File: config.mk
export PLATFORM = sky130hd
export DESIGN_NAME = ram8_clr_flat
export DESIGN_NICKNAME = d
export VERILOG_FILES = /design/src/rtl/ram_pkg.sv /design/src/rtl/ram8_clr_if.sv /design/src/rtl/dmux8way.sv /design/src/rtl/mux8way16.sv /design/src/rtl/register16.sv /design/src/rtl/ram8_clr.sv /design/src/flat_wrapper.sv
export SDC_FILE = /design/constraint.sdc
export NUM_CORES = 1
export LEC_CHECK = 0
export CAP_MARGIN = 5
export CORE_MARGIN = 8
export CORE_UTILIZATION = 58
export DETAILED_ROUTE_END_ITERATION = 8
export GPL_TIMING_DRIVEN = 0
export PLACE_DENSITY = 0.88
export SYNTH_ARGS = -nofsm -noshare
export SYNTH_HDL_FRONTEND = slang
export SYNTH_SLANG_ARGS = --single-unit
export TNS_END_PERCENT = 20
File: constraint.sdc
create_clock -name clk -period 4.8 [get_ports clk]
set_clock_uncertainty 0.1 [all_clocks]
set_input_delay 1.44 -clock clk [delete_from_list [all_inputs] [get_ports clk]]
set_output_delay 1.44 -clock clk [all_outputs]
set_load 0.02 [all_outputs]
File: src/rtl/ram_pkg.sv
// Shared constants and state type for the clearable RAM family (ram8_clr, ram64_clr).
package ram_pkg;

  localparam int unsigned WORD_W      = 16;
  localparam int unsigned RAM8_DEPTH  = 8;
  localparam int unsigned RAM8_ADDR_W = 3;

  typedef enum logic {
    IDLE,
    CLEARING
  } state_e;

endpackage

File: src/rtl/ram8_clr_if.sv
// Bus bundle for ram8_clr: write data/enable, address, clear request and status.
interface ram8_clr_if;
  import ram_pkg::*;

  logic [WORD_W-1:0]      in;
  logic                   load;
  logic [RAM8_ADDR_W-1:0] address;
  logic                   clr;
  logic [WORD_W-1:0]      out;
  logic                   busy;
  logic                   done;

  modport master (
    output in,
    output load,
    output address,
    output clr,
    input  out,
    input  busy,
    input  done
  );

  modport slave (
    input  in,
    input  load,
    input  address,
    input  clr,
    output out,
    output busy,
    output done
  );

endinterface

File: src/rtl/dmux8way.sv
// 1-to-8 demultiplexer; routes in_i to the one-hot output chosen by sel_i.
module dmux8way (
  input  logic       in_i,
  input  logic [2:0] sel_i,
  output logic [7:0] out_o
);

  // One-hot decode gated by in_i.
  always_comb begin
    out_o        = 8'h00;
    out_o[sel_i] = in_i;
  end

endmodule

File: src/rtl/mux8way16.sv
// 8-way 16-bit read selector.
module mux8way16 (
  input  logic [7:0][15:0] in_i,
  input  logic [2:0]       sel_i,
  output logic [15:0]      out_o
);

  // Purely combinational word select.
  always_comb begin
    out_o = in_i[sel_i];
  end

endmodule

File: src/rtl/register16.sv
// 16-bit register with load enable and asynchronous active-low reset.
module register16 (
  input  logic        clk,
  input  logic        rst_n,
  input  logic        load_i,
  input  logic [15:0] d_i,
  output logic [15:0] q_o
);

  logic [15:0] q_q;

  // Capture d_i when loaded; cleared asynchronously by reset.
  always_ff @(posedge clk or negedge rst_n) begin
    if (!rst_n) begin
      q_q <= 16'h0000;
    end else if (load_i) begin
      q_q <= d_i;
    end
  end

  assign q_o = q_q;

endmodule

File: src/rtl/ram8_clr.sv
// 8 x 16-bit register RAM with combinational read, edge write and a one-word-per-cycle
// hardware clear sweep reporting busy/done.
module ram8_clr
  import ram_pkg::*;
#(
  parameter int unsigned WIDTH  = WORD_W,
  parameter int unsigned DEPTH  = RAM8_DEPTH,
  parameter int unsigned ADDR_W = RAM8_ADDR_W
) (
  input logic       clk,
  input logic       rst_n,
  ram8_clr_if.slave bus
);

  state_e                state_q, state_d;
  logic [ADDR_W-1:0]     cnt_q, cnt_d;
  logic                  done_q, done_d;

  logic                  clearing;
  logic                  wr_req;
  logic [DEPTH-1:0]      wr_en;
  logic [DEPTH-1:0]      clr_en;
  logic [WIDTH-1:0]      word_d;
  logic [DEPTH-1:0][WIDTH-1:0] words;
  logic [ADDR_W-1:0]     rd_addr;

  assign clearing = (state_q == CLEARING);
  // clr wins over load in the same IDLE cycle; writes are dropped while sweeping.
  assign wr_req   = (state_q == IDLE) && bus.load && !bus.clr;
  assign word_d   = clearing ? '0 : bus.in;
  assign rd_addr  = bus.address;

  // Sweep sequencer: next state, counter and done pulse.
  always_comb begin
    state_d = state_q;
    cnt_d   = cnt_q;
    done_d  = 1'b0;
    unique case (state_q)
      IDLE: begin
        if (bus.clr) begin
          state_d = CLEARING;
          cnt_d   = '0;
        end
      end
      CLEARING: begin
        // Counter wraps 7 -> 0 on the final edge, leaving it ready for the next sweep.
        cnt_d = cnt_q + 1'b1;
        if (cnt_q == ADDR_W'(DEPTH - 1)) begin
          state_d = IDLE;
          done_d  = 1'b1;
        end
      end
    endcase
  end

  // Sequencer state registers.
  always_ff @(posedge clk or negedge rst_n) begin
    if (!rst_n) begin
      state_q <= IDLE;
      cnt_q   <= '0;
      done_q  <= 1'b0;
    end else begin
      state_q <= state_d;
      cnt_q   <= cnt_d;
      done_q  <= done_d;
    end
  end

  dmux8way u_wr_dec (
    .in_i  (wr_req),
    .sel_i (rd_addr),
    .out_o (wr_en)
  );

  dmux8way u_clr_dec (
    .in_i  (clearing),
    .sel_i (cnt_q),
    .out_o (clr_en)
  );

  for (genvar i = 0; i < DEPTH; i++) begin : g_word
    register16 u_reg (
      .clk    (clk),
      .rst_n  (rst_n),
      .load_i (wr_en[i] | clr_en[i]),
      .d_i    (word_d),
      .q_o    (words[i])
    );
  end

  mux8way16 u_rd_mux (
    .in_i  (words),
    .sel_i (rd_addr),
    .out_o (bus.out)
  );

  assign bus.busy = clearing;
  assign bus.done = done_q;

endmodule
File: src/flat_wrapper.sv
// flat-port wrapper written by rule: the top's interface ports become plain ports
module ram8_clr_flat import ram_pkg::*;
#(
  parameter int unsigned WIDTH  = WORD_W,
  parameter int unsigned DEPTH  = RAM8_DEPTH,
  parameter int unsigned ADDR_W = RAM8_ADDR_W
)
  (clk, rst_n, bus_in, bus_load, bus_address, bus_clr, bus_out, bus_busy, bus_done);
  ram8_clr_if bus_i ();
  input logic clk;
  input logic rst_n;
  input wire logic [$bits(bus_i.in)-1:0] bus_in;
  input wire logic [$bits(bus_i.load)-1:0] bus_load;
  input wire logic [$bits(bus_i.address)-1:0] bus_address;
  input wire logic [$bits(bus_i.clr)-1:0] bus_clr;
  output wire logic [$bits(bus_i.out)-1:0] bus_out;
  output wire logic [$bits(bus_i.busy)-1:0] bus_busy;
  output wire logic [$bits(bus_i.done)-1:0] bus_done;
  assign bus_i.in = bus_in;
  assign bus_i.load = bus_load;
  assign bus_i.address = bus_address;
  assign bus_i.clr = bus_clr;
  assign bus_out = bus_i.out;
  assign bus_busy = bus_i.busy;
  assign bus_done = bus_i.done;
  ram8_clr #(.WIDTH(WIDTH), .DEPTH(DEPTH), .ADDR_W(ADDR_W)) u_core (.clk(clk), .rst_n(rst_n), .bus(bus_i));
endmodule
==> results of run 1 <==
==> cells in the final DEF, fill, tap and decap left out, types with 2 or more instances in the layout <==
cell and n:
clkinv_2 2, mux4_2 32, ha_1 2, clkinv_4 2
buf_6 10, nand2b_1 16, a22o_1 2, nand2_2 6
bufinv_16 4, clkdlybuf4s50_1 22, buf_2 7, clkbuf_1 20
nor2b_1 2, clkbuf_2 2, clkbuf_8 2, dlygate4sd2_1 14
mux2_2 17, nor2_1 3, nand2_1 128, nand4b_1 3
nand3_4 2, dfrtp_1 133, inv_6 2, buf_4 5
mux2i_1 128, clkbuf_16 17, nand4bb_1 2, buf_1 11
==> routing by layer <==
layer | vias to the layer above | GRT usage | part of all wire
li1 | 1965 | - | -
met1 | 2299 | 0.311 | 0.42
met2 | 158 | 0.385 | 0.49
met3 | 40 | 0.0530 | 0.059
met4 | 0 | 0.0982 | 0.029
met5 | - | 0 | 0
==> layout make-up <==
class	count	area (um2)	area share
plain buffers	53	308	0.0391
clock buffers	21	460	0.0585
clock inverters	11	173	0.0219
multi-input cells	349	3030	0.385
flip-flops and latches	133	3330	0.423
well taps	143	179	0.0227
repair buffers	39	394	0.0501
==> registers in the layout, indices dropped and copies added, names as in the netlist <==
signal / flops
u_core.g_word.u_reg.q_o: 128
u_core.cnt_q: 3
u_core.bus.busy: 1
u_core.bus.done: 1
==> worst max-delay path by stage <==
stage | to | slack, ps
after floorplan | bus_out[0] | 440
after detailed placement | bus_out[5] | -440
after global routing | bus_out[15] | 0.2
after CTS | bus_out[1] | 20
final | bus_out[15] | 50
after global placement | u_core.g_word[4].u_reg.q_o[1] | -2720
==> repair_timing <==
action | in CTS | in global routing
cloned | 0 | 0
buffers inserted | 0 | 0
setup endpoints to repair | 16 | 2
hold buffers | 0 | 0
gates resized for setup | 27 | 2
==> worst max-delay path: cells and delay by family <==
kind / cells / cell delay [ps]
muxes: 2 / 810
buffers and inverters: 3 / 960
==> stage by stage <==
stage | cells | hold slack, ps | util
floorplan | 535 | 400 | -
global placement | 716 | 409 | 0.638
detailed placement | 717 | 417 | 0.641
CTS | 749 | 425 | 0.698
global route | 749 | 444 | 0.698
finish | 749 | 422 | 0.698
==> power groups by stage <==
stage                     registers [mW]  clock network [mW]  logic, mW
after global placement              1.44                   0      0.921
final                               1.44                1.39      0.967
after global routing                1.46                1.45       1.05
after CTS                           1.44                1.40      0.968
after floorplan                     1.42                   0      0.633
after detailed placement            1.45                   0      0.966
==> synthesized netlist by cell type (6+ instances only) <==
library cell  instances  area (um2)
nand2b_1             16         100
buf_2                10        50.1
mux4_2               32         721
nand2_1             128         480
nand2_2               6        37.5
buf_1                12        45.0
clkbuf_1             21        78.8
mux2_2               17         191
buf_6                 7        78.8
dfrtp_1             133        3330
mux2i_1             128        1280
==> cell families after synthesis <==
kind of cell / Yosys count / synth area share
flops: 133 / 0.502
buf+inv: 53 / 0.0415
fa+ha+maj: 2 / 0.00377
compound gates: 2 / 0.00264
mux: 177 / 0.331
simple gates: 168 / 0.120
==> flow_summary.yaml, run 1 <==
drt:
  route.detailed.drc: 0
  first_pass_iters: 4
  wirelength_mm: 16.5
  wire_per_inst_um: 22.1
  vias: 4462
  via_per_inst: 5.96
  drtAntennaViolNets: 0
  drt_iter0_drc: 398
yosys:
  synth.avg_cell_area_um2: 12.4
  synthFlopType: "dfrtp_1"
  synth.net_count: 560
  yosysWarnings: 0
  syn_inst: 535
  ys_seq_area_frac: 0.502
  async_flop_share: 1.00
  ys_seq_elements: 133
  synth-edff-count: 0
  ys_types: 25
  synth_area_um2: 6630
pwr:
  seqPwrFrac: 0.379
  peakVddDrop_v: 0.000328
  p_clk_frac: 0.366
  internal-power_mw: 2.60
  power.total_mw: 3.79
  pwr_density_cell_nw_per_um2: 482
  power_frac_comb: 0.255
  power.switching_mw: 1.19
  leakage_nw: 4.29
  swShare: 0.315
clocking:
  clock_sinks: 133
  cts-root-buf: "clkbuf_16"
  clock_latency_ps: 420
  cts_buffer_depth: 2
  clk_pin_slew_ps: 50
  numCtsBuffers: 17
  cts_tree: "done"
  htree_levels: 4
die:
  dieHeight_um: 123
  io_pins: 41
  start_util: 0.588
  rows: 39
  die-area_um2: 15100
  core_um2: 11300
  die_width_um: 123
sta:
  maxSlewViolCount: 0
  relSlewSlack: 0.600
  period_minus_slack_ps: 4750
  finalSetupViolCount: 0
  setup_slack_ps: 52.2
  setup_tns_ps: 0
  worst_slew_pin_slew_ps: 600
  hold_viol: 0
  rsz0062_at_grt: "false"
  fmax_mhz: 211
  period_share: 0.989
final_layout:
  nNetsFinal: 618
  finish.instance_area_um2: 7870
  areaGrowthSynthToFinish_pct: 18.7
  num-fill-cells: 778
  num_antenna_cells: 0
  layout-drive-gt1-share: 0.188
setup_path:
  crit_chain: "buf_4, buf_8, mux4_2, mux2_2, clkdlybuf4s50_1"
  start_kind: "primary input"
  reg2reg_to: "u_core.g_word[1].u_reg.q_o[10]"
  path_class: "in -> out"
  timing.rr.start: "u_core.cnt_q[1]"
  crit_arrival_ps: 3210
  cpMaxStageDelayCell: "clkdlybuf4s50_1"
  max_stage_delay_ps: 550
  r2r_slack_ps: 2640
  rr_worst_depth: 6
  cp_max_fo: 10
  cp-end-kind: "primary output"
  crit_required_ps: 3260
  startpoint: "bus_address[1]"
global_route:
  grt.overflow.total: 0
  grt_pass1_wl_mm: 27.2
  grt_max_degree: 82
  track_usage: 0.240
  antenna_found_initial: 0
  grt_pass1_vias: 5025
hold_path:
  hold_start: "u_core.g_word[4].u_reg.q_o[15]"
  min_path_cells: 2
  hp-class: "reg -> reg"
  holdPathEnd: "u_core.g_word[4].u_reg.q_o[15]"
job:
  cap_violations: 0
place:
  place_congestion: 0.840
  port_buffers: 38
  place_area_um2: 7220
  place_ws_ps: -440
  hpwl_mm: 11.0
outcome:
  status: "completed"
(Power assumes the default switching activity.)
==> inputs of run 2 (changes only) <==
--- a/config.mk
+++ b/config.mk
@@ -11,6 +11,7 @@
 export DETAILED_ROUTE_END_ITERATION = 8
 export GPL_TIMING_DRIVEN = 0
 export PLACE_DENSITY = 0.88
+export SLEW_MARGIN = 10
 export SYNTH_ARGS = -nofsm -noshare
 export SYNTH_HDL_FRONTEND = slang
 export SYNTH_SLANG_ARGS = --single-unit
==> results of run 2 <==
No change in the layout: final DEF, timing and power equal those of run 1.
